$ cat config.mk
export PLATFORM = sky130hd
export DESIGN_NAME = pattern_gen_flat
export DESIGN_NICKNAME = d
export VERILOG_FILES = /design/src/rtl/pattern_gen_if.sv /design/src/rtl/pattern_gen.sv /design/src/flat_wrapper.sv
export SDC_FILE = /design/constraint.sdc
export NUM_CORES = 1
export LEC_CHECK = 0
export ABC_AREA = 1
export BUFFER_PORTS_ARGS = -buffer_cell sky130_fd_sc_hd__clkbuf_2
export CAP_MARGIN = 20
export CORE_ASPECT_RATIO = 1.1
export CORE_MARGIN = 5
export CORE_UTILIZATION = 50
export CTS_BUF_LIST = sky130_fd_sc_hd__clkbuf_16
export DETAILED_ROUTE_END_ITERATION = 12
export PLACE_DENSITY = 0.71
export RECOVER_POWER = 25
export SLEW_MARGIN = 20
export SYNTH_ARGS = -nofsm -noshare
export SYNTH_HDL_FRONTEND = slang
export SYNTH_SLANG_ARGS = --single-unit
$ cat constraint.sdc
create_clock -name clk -period 1.55 [get_ports clk]
set_input_delay 0.0775 -clock clk [delete_from_list [all_inputs] [get_ports clk]]
set_output_delay 0.0775 -clock clk [all_outputs]
set_load 0.02 [all_outputs]
$ cat src/rtl/pattern_gen_if.sv
// +--------------------------------------------------------------------------+
// | pattern_gen_if : command and bit-serial valid/ready link of pattern_gen  |
// | Revision 1.0                                                             |
// +--------------------------------------------------------------------------+
`default_nettype none

interface pattern_gen_if #(
  parameter int CNT_W = 8
);
  logic             start;
  logic [CNT_W-1:0] frames;
  logic [CNT_W-1:0] gap;
  logic             ready;
  logic             valid;
  logic             out;
  logic             busy;
  logic             done;
  logic [CNT_W-1:0] sent_cnt;

  modport master (
    input  start, frames, gap, ready,
    output valid, out, busy, done, sent_cnt
  );

  modport slave (
    output start, frames, gap, ready,
    input  valid, out, busy, done, sent_cnt
  );
endinterface

`default_nettype wire

$ cat src/rtl/pattern_gen.sv
// +--------------------------------------------------------------------------+
// | pattern_gen : sends a programmed number of fixed-pattern frames, MSB     |
// |               first, over a valid/ready serial link with optional gaps   |
// | Revision 1.0                                                             |
// +--------------------------------------------------------------------------+
`default_nettype none

module pattern_gen #(
  parameter int               PAT_W   = 5,
  parameter logic [PAT_W-1:0] PATTERN = 5'b00101,
  parameter int               CNT_W   = 8
) (
  input  wire logic     clk,
  input  wire logic     rst,
  pattern_gen_if.master bus
);

  localparam int               IDX_W    = (PAT_W > 1) ? $clog2(PAT_W) : 1;
  localparam logic [IDX_W-1:0] LAST_IDX = IDX_W'(PAT_W - 1);
  localparam logic [IDX_W-1:0] IDX_ONE  = IDX_W'(1);
  localparam logic [CNT_W-1:0] CNT_ONE  = CNT_W'(1);
  localparam logic [CNT_W-1:0] CNT_ZERO = '0;

  typedef enum logic [1:0] {
    S_IDLE = 2'd0,
    S_SEND = 2'd1,
    S_GAP  = 2'd2,
    S_DONE = 2'd3
  } state_t;

  state_t           state_q,       state_d;
  logic [IDX_W-1:0] bit_idx_q,     bit_idx_d;
  logic [CNT_W-1:0] frames_left_q, frames_left_d;
  logic [CNT_W-1:0] gap_len_q,     gap_len_d;
  logic [CNT_W-1:0] gap_cnt_q,     gap_cnt_d;
  logic [CNT_W-1:0] sent_cnt_q,    sent_cnt_d;
  logic             valid_q,       valid_d;
  logic             out_q,         out_d;
  logic             busy_q,        busy_d;
  logic             done_q,        done_d;

  logic [IDX_W-1:0] idx_dec;
  assign idx_dec = bit_idx_q - IDX_ONE;

  // Outputs are computed for the next state so every port comes straight from a flop.
  always_comb begin
    state_d       = state_q;
    bit_idx_d     = bit_idx_q;
    frames_left_d = frames_left_q;
    gap_len_d     = gap_len_q;
    gap_cnt_d     = gap_cnt_q;
    sent_cnt_d    = sent_cnt_q;
    valid_d       = valid_q;
    out_d         = out_q;
    busy_d        = busy_q;
    done_d        = 1'b0;

    case (state_q)
      S_IDLE: begin
        valid_d = 1'b0;
        out_d   = 1'b0;
        busy_d  = 1'b0;
        if (bus.start) begin
          sent_cnt_d = CNT_ZERO;
          if (bus.frames != CNT_ZERO) begin
            frames_left_d = bus.frames;
            gap_len_d     = bus.gap;
            bit_idx_d     = LAST_IDX;
            state_d       = S_SEND;
            valid_d       = 1'b1;
            out_d         = PATTERN[LAST_IDX];
            busy_d        = 1'b1;
          end else begin
            state_d = S_DONE;
            done_d  = 1'b1;
          end
        end
      end

      S_SEND: begin
        if (bus.ready) begin
          if (bit_idx_q != '0) begin
            bit_idx_d = idx_dec;
            out_d     = PATTERN[idx_dec];
          end else begin
            sent_cnt_d    = sent_cnt_q + CNT_ONE;
            frames_left_d = frames_left_q - CNT_ONE;
            if (frames_left_q == CNT_ONE) begin
              state_d = S_DONE;
              valid_d = 1'b0;
              out_d   = 1'b0;
              busy_d  = 1'b0;
              done_d  = 1'b1;
            end else if (gap_len_q == CNT_ZERO) begin
              bit_idx_d = LAST_IDX;
              out_d     = PATTERN[LAST_IDX];
            end else begin
              state_d   = S_GAP;
              gap_cnt_d = gap_len_q;
              valid_d   = 1'b0;
              out_d     = 1'b0;
            end
          end
        end
      end

      S_GAP: begin
        // gap_cnt holds the idle cycles still to show, including this one.
        if (gap_cnt_q == CNT_ONE) begin
          state_d   = S_SEND;
          gap_cnt_d = CNT_ZERO;
          bit_idx_d = LAST_IDX;
          valid_d   = 1'b1;
          out_d     = PATTERN[LAST_IDX];
        end else begin
          gap_cnt_d = gap_cnt_q - CNT_ONE;
        end
      end

      S_DONE: begin
        state_d = S_IDLE;
        valid_d = 1'b0;
        out_d   = 1'b0;
        busy_d  = 1'b0;
      end

      default: begin
        state_d = S_IDLE;
        valid_d = 1'b0;
        out_d   = 1'b0;
        busy_d  = 1'b0;
      end
    endcase
  end

  always_ff @(posedge clk or negedge rst) begin
    if (!rst) begin
      state_q       <= S_IDLE;
      bit_idx_q     <= '0;
      frames_left_q <= '0;
      gap_len_q     <= '0;
      gap_cnt_q     <= '0;
      sent_cnt_q    <= '0;
      valid_q       <= 1'b0;
      out_q         <= 1'b0;
      busy_q        <= 1'b0;
      done_q        <= 1'b0;
    end else begin
      state_q       <= state_d;
      bit_idx_q     <= bit_idx_d;
      frames_left_q <= frames_left_d;
      gap_len_q     <= gap_len_d;
      gap_cnt_q     <= gap_cnt_d;
      sent_cnt_q    <= sent_cnt_d;
      valid_q       <= valid_d;
      out_q         <= out_d;
      busy_q        <= busy_d;
      done_q        <= done_d;
    end
  end

  assign bus.valid    = valid_q;
  assign bus.out      = out_q;
  assign bus.busy     = busy_q;
  assign bus.done     = done_q;
  assign bus.sent_cnt = sent_cnt_q;

endmodule

`default_nettype wire

$ cat src/flat_wrapper.sv
// flat-port wrapper written by rule: the top's interface ports become plain ports
module pattern_gen_flat 
#(
  parameter int               PAT_W   = 5,
  parameter logic [PAT_W-1:0] PATTERN = 5'b00101,
  parameter int               CNT_W   = 8
)
  (clk, rst, bus_start, bus_frames, bus_gap, bus_ready, bus_valid, bus_out, bus_busy, bus_done, bus_sent_cnt);
  pattern_gen_if #(.CNT_W(CNT_W)) bus_i ();
  input  wire logic clk;
  input  wire logic rst;
  input wire logic [$bits(bus_i.start)-1:0] bus_start;
  input wire logic [$bits(bus_i.frames)-1:0] bus_frames;
  input wire logic [$bits(bus_i.gap)-1:0] bus_gap;
  input wire logic [$bits(bus_i.ready)-1:0] bus_ready;
  output wire logic [$bits(bus_i.valid)-1:0] bus_valid;
  output wire logic [$bits(bus_i.out)-1:0] bus_out;
  output wire logic [$bits(bus_i.busy)-1:0] bus_busy;
  output wire logic [$bits(bus_i.done)-1:0] bus_done;
  output wire logic [$bits(bus_i.sent_cnt)-1:0] bus_sent_cnt;
  assign bus_i.start = bus_start;
  assign bus_i.frames = bus_frames;
  assign bus_i.gap = bus_gap;
  assign bus_i.ready = bus_ready;
  assign bus_valid = bus_i.valid;
  assign bus_out = bus_i.out;
  assign bus_busy = bus_i.busy;
  assign bus_done = bus_i.done;
  assign bus_sent_cnt = bus_i.sent_cnt;
  pattern_gen #(.PAT_W(PAT_W), .PATTERN(PATTERN), .CNT_W(CNT_W)) u_core (.clk(clk), .rst(rst), .bus(bus_i));
endmodule
==> summary.json <==
{
  "fin_nets": 488,
  "worstMarginPinSlew_ns": 1.04,
  "worst-path-max-fanout": 11,
  "gr-usage-all-layers": 0.203,
  "final-seq-area_mm2": 0.00103,
  "drive_gt1_frac": 0.293,
  "remaining_drc_errors": 0,
  "hpwl_um": 4950,
  "route.vias.total": 2709,
  "synthDominantAreaCellType": "dfrtp_1",
  "arrival_ns": 1.69,
  "synth_area_mm2": 0.00272,
  "clock-skew-final_ns": 0.00277,
  "routed_wirelength_um": 6670,
  "r2r_start": "u_core.bit_idx_q[1]$_DFFE_PN0P_",
  "final_period_minus_worst_setup_slack_ns": 1.48,
  "yosys-top-cells-area": "dfrtp_1, nand2_1, nor2_1",
  "cts_root_buf": "clkbuf_16",
  "critPathSlowestCell": "dfrtp_1",
  "static-leakage-power_nw": 1.88,
  "mostFrequentLayoutCells": "nand2_1, dfrtp_1, inv_1, nor2_1, buf_4",
  "cts_bufs_inserted": 5,
  "floorplan.die_area_mm2": 0.00701,
  "power.switching_mw": 3.38,
  "synth_top_area_share": 0.378,
  "drc_violation_total_after_the_first_tritonroute_iteration": 147,
  "timing.max_cap.violations": 0,
  "antenna_violating_nets_post_route": 0,
  "final_core_util": 0.670,
  "dpl_cell_area_mm2": 0.00314,
  "vias_in_the_first_global_route": 2580,
  "clkLatencyLatePin_ns": 0.28,
  "dominantRegCellSynth": "dfrtp_1",
  "die_x_um": 80.3,
  "power.ir.vdd_worst_uv": 863,
  "criticalPathCategory": "flip-flop to flip-flop",
  "fillers": 461,
  "initial_utilization": 0.510,
  "design.portCount": 32,
  "synth-async-reset-ratio": 1.00,
  "slew_viol_final": 0,
  "finalHoldViolations": 0,
  "grt_setup_unrepaired": "true",
  "num_antenna_cells": 0,
  "clock_tree_from_tritoncts": "done",
  "pin_count_of_the_biggest_net_entering_global_routing": 25,
  "comb_power_share": 0.614,
  "worstPathRequired_ns": 1.76,
  "synth_edf_count": 0,
  "floorplan.die.height_um": 87.3,
  "antenna_violations_before_repair": 0,
  "critical_path.startpoint_type": "flip-flop",
  "pwr-share-clk": 0.132,
  "drt_first_pass_iters": 4,
  "cp-startpoint": "u_core.bit_idx_q[1]$_DFFE_PN0P_",
  "htree_levels": 2,
  "critPathCaptureType": "flip-flop",
  "final_number_of_setup_violating_endpoints": 0,
  "p_sw_frac": 0.462,
  "yosys_warnings": 0,
  "min_from": "bus_gap[1]",
  "clock_sink_count": 41,
  "internal_power_mw": 3.93,
  "place.gp.congestion": 0.886,
  "final_area_mm2": 0.00357,
  "cp_common_cell": "nand2_4",
  "ratio_of_final_minimum_period_to_clock_period": 0.955,
  "mostFrequentLayoutCell": "nand2_1",
  "layout-area-overhead-vs-synth_pct": 31.3,
  "multi_input_comb_area_mm2": 0.00166,
  "rows": 28,
  "wl_per_cell_um": 12.5,
  "achievable-frequency_mhz": 676,
  "seq_area_frac_synth": 0.378,
  "crit_path_cell_trace": "nor2_2 -> nand2_2 -> nand2_4 -> buf_4 -> nand2_4 -> nor2_8 -> nand2_8 -> inv_8 -> nand2_1 -> o21ai_1",
  "core_area_mm2": 0.00533,
  "grt_remaining_overflow": 0,
  "cp_slowest_stage_delay_ns": 0.42,
  "cts.path.max_buffers": 2,
  "clk_transition_reported_paths_ns": 0.06,
  "hold_path_class": "input pin to flip-flop",
  "pwr_density_cell_mw_per_mm2": 2050,
  "slew_headroom": 0.306,
  "synth.ff_latch_count": 41,
  "vias_per_cell": 5.09,
  "synth.avg_cell_area_um2": 7.03,
  "port-buffer-count": 31,
  "wire_length_of_the_first_global_routing_pass_um": 11300,
  "ys_types": 34,
  "power.sequential.fraction": 0.254,
  "synth_nets": 417,
  "postSynthCellCount": 386,
  "outcome": "finished, final reports clean"
}
## logic make-up (layout without fill, tap and decap cells)
logic type      Yosys count  after routing  share of synthesized area
fa+ha+maj                11             11                     0.0507
xor+xnor                  4              4                     0.0129
compound gates           42             42                     0.0936
flops                    41             41                      0.378
simple gates            237            238                      0.383
buf+inv                  51            121                     0.0816
## cell type report
type,instances,share of cell area
clock buffers,5,0.0351
clock inverters,2,0.00211
inverters,45,0.0512
multi-input cells,295,0.465
flip-flops and latches,41,0.288
well taps,75,0.0263
repair buffers,69,0.132
## critical path, delay by kind of cell, from the launching register on
kind                   cells  cell delay (ns)
flip-flops                 1             0.42
AO/OA/AOI/OAI              1             0.07
AND/OR/NAND/NOR            7             0.69
buffers and inverters      2             0.22
## sequential cells by signal, summed over array words and instances (netlist names)
name and flops:
u_core.gap_cnt_q 8, u_core.bus.busy 1, u_core.bus.done 1, u_core.bus.valid 1
u_core.frames_left_q 8, u_core.bus.out 1, u_core.gap_len_q 8, u_core.bus.sent_cnt 8
u_core.state_q 2, u_core.bit_idx_q 3
## per-layer routing
layer	GRT usage	vias up	wire, um
li1	-	1370	-
met1	0.258	1237	2920
met2	0.342	81	3320
met3	0.0280	21	239
met4	0.0891	0	183
met5	0	-	0
## what timing repair did
| item | in CTS | in global routing |
|---|---|---|
| cloned | 1 | 0 |
| setup endpoints to repair | 24 | 31 |
| resized for setup | 8 | 54 |
| hold endpoints to repair | 17 | 0 |
| setup buffers | 4 | 6 |
| hold buffers | 1 | 0 |
| pin swaps | 3 | 16 |
## power groups by stage
stage,clock (mW),sequential [mW],combinational (mW)
2_1_floorplan,0,1.84,2.67
3_3_place_gp,0,1.83,3.60
3_5_place_dp,0,1.84,3.67
4_1_cts,0.980,1.83,3.95
5_1_grt,1.04,1.90,5.04
6_report,0.965,1.86,4.49
## Yosys cell counts, drive strengths merged, types with 2 or more instances
master and instances:
nand4 7, nor2 52, xnor2 2, xor2 2, ha 11, nand3 33, o21bai 4, inv 44
o21ai 26, o22ai 3, dfrtp 41, a21oi 7, buf 5, nand2 138, nor3 5
## path summary, 6_finish.rpt
kind                            cells after the start  slack [ns]                                  end
worst max-delay path                               10        0.07  u_core.frames_left_q[0]$_DFFE_PN0P_
worst min-delay path                                3        0.03      u_core.gap_len_q[1]$_DFFE_PN0P_
worst max register to register                     10        0.07  u_core.frames_left_q[0]$_DFFE_PN0P_
worst min register to register                      2        0.51           u_core.bus.out$_DFFE_PN0P_
max in group asynchronous                           3        0.39   u_core.bus.sent_cnt[4]$_DFFE_PN0P_
min in group asynchronous                           2        0.50      u_core.gap_cnt_q[2]$_DFFE_PN0P_
## per-stage QoR
stage | TNS [ns] | total power, mW | setup WS (ns) | hold slack (ns) | instances
after global routing | -0.319 | 7.98 | -0.0370 | 0.0420 | 532
after floorplan | -0.0475 | 4.51 | -0.00750 | -0.218 | 386
after CTS | 0 | 6.76 | 0.00503 | 0.0333 | 526
after detailed placement | -0.738 | 5.51 | -0.0995 | 0.0539 | 513
after global placement | -0.212 | 5.43 | -0.0333 | 0.0590 | 513
final | 0 | 7.31 | 0.0703 | 0.0271 | 532
Note: power is estimated with default switching activity, not from simulation.
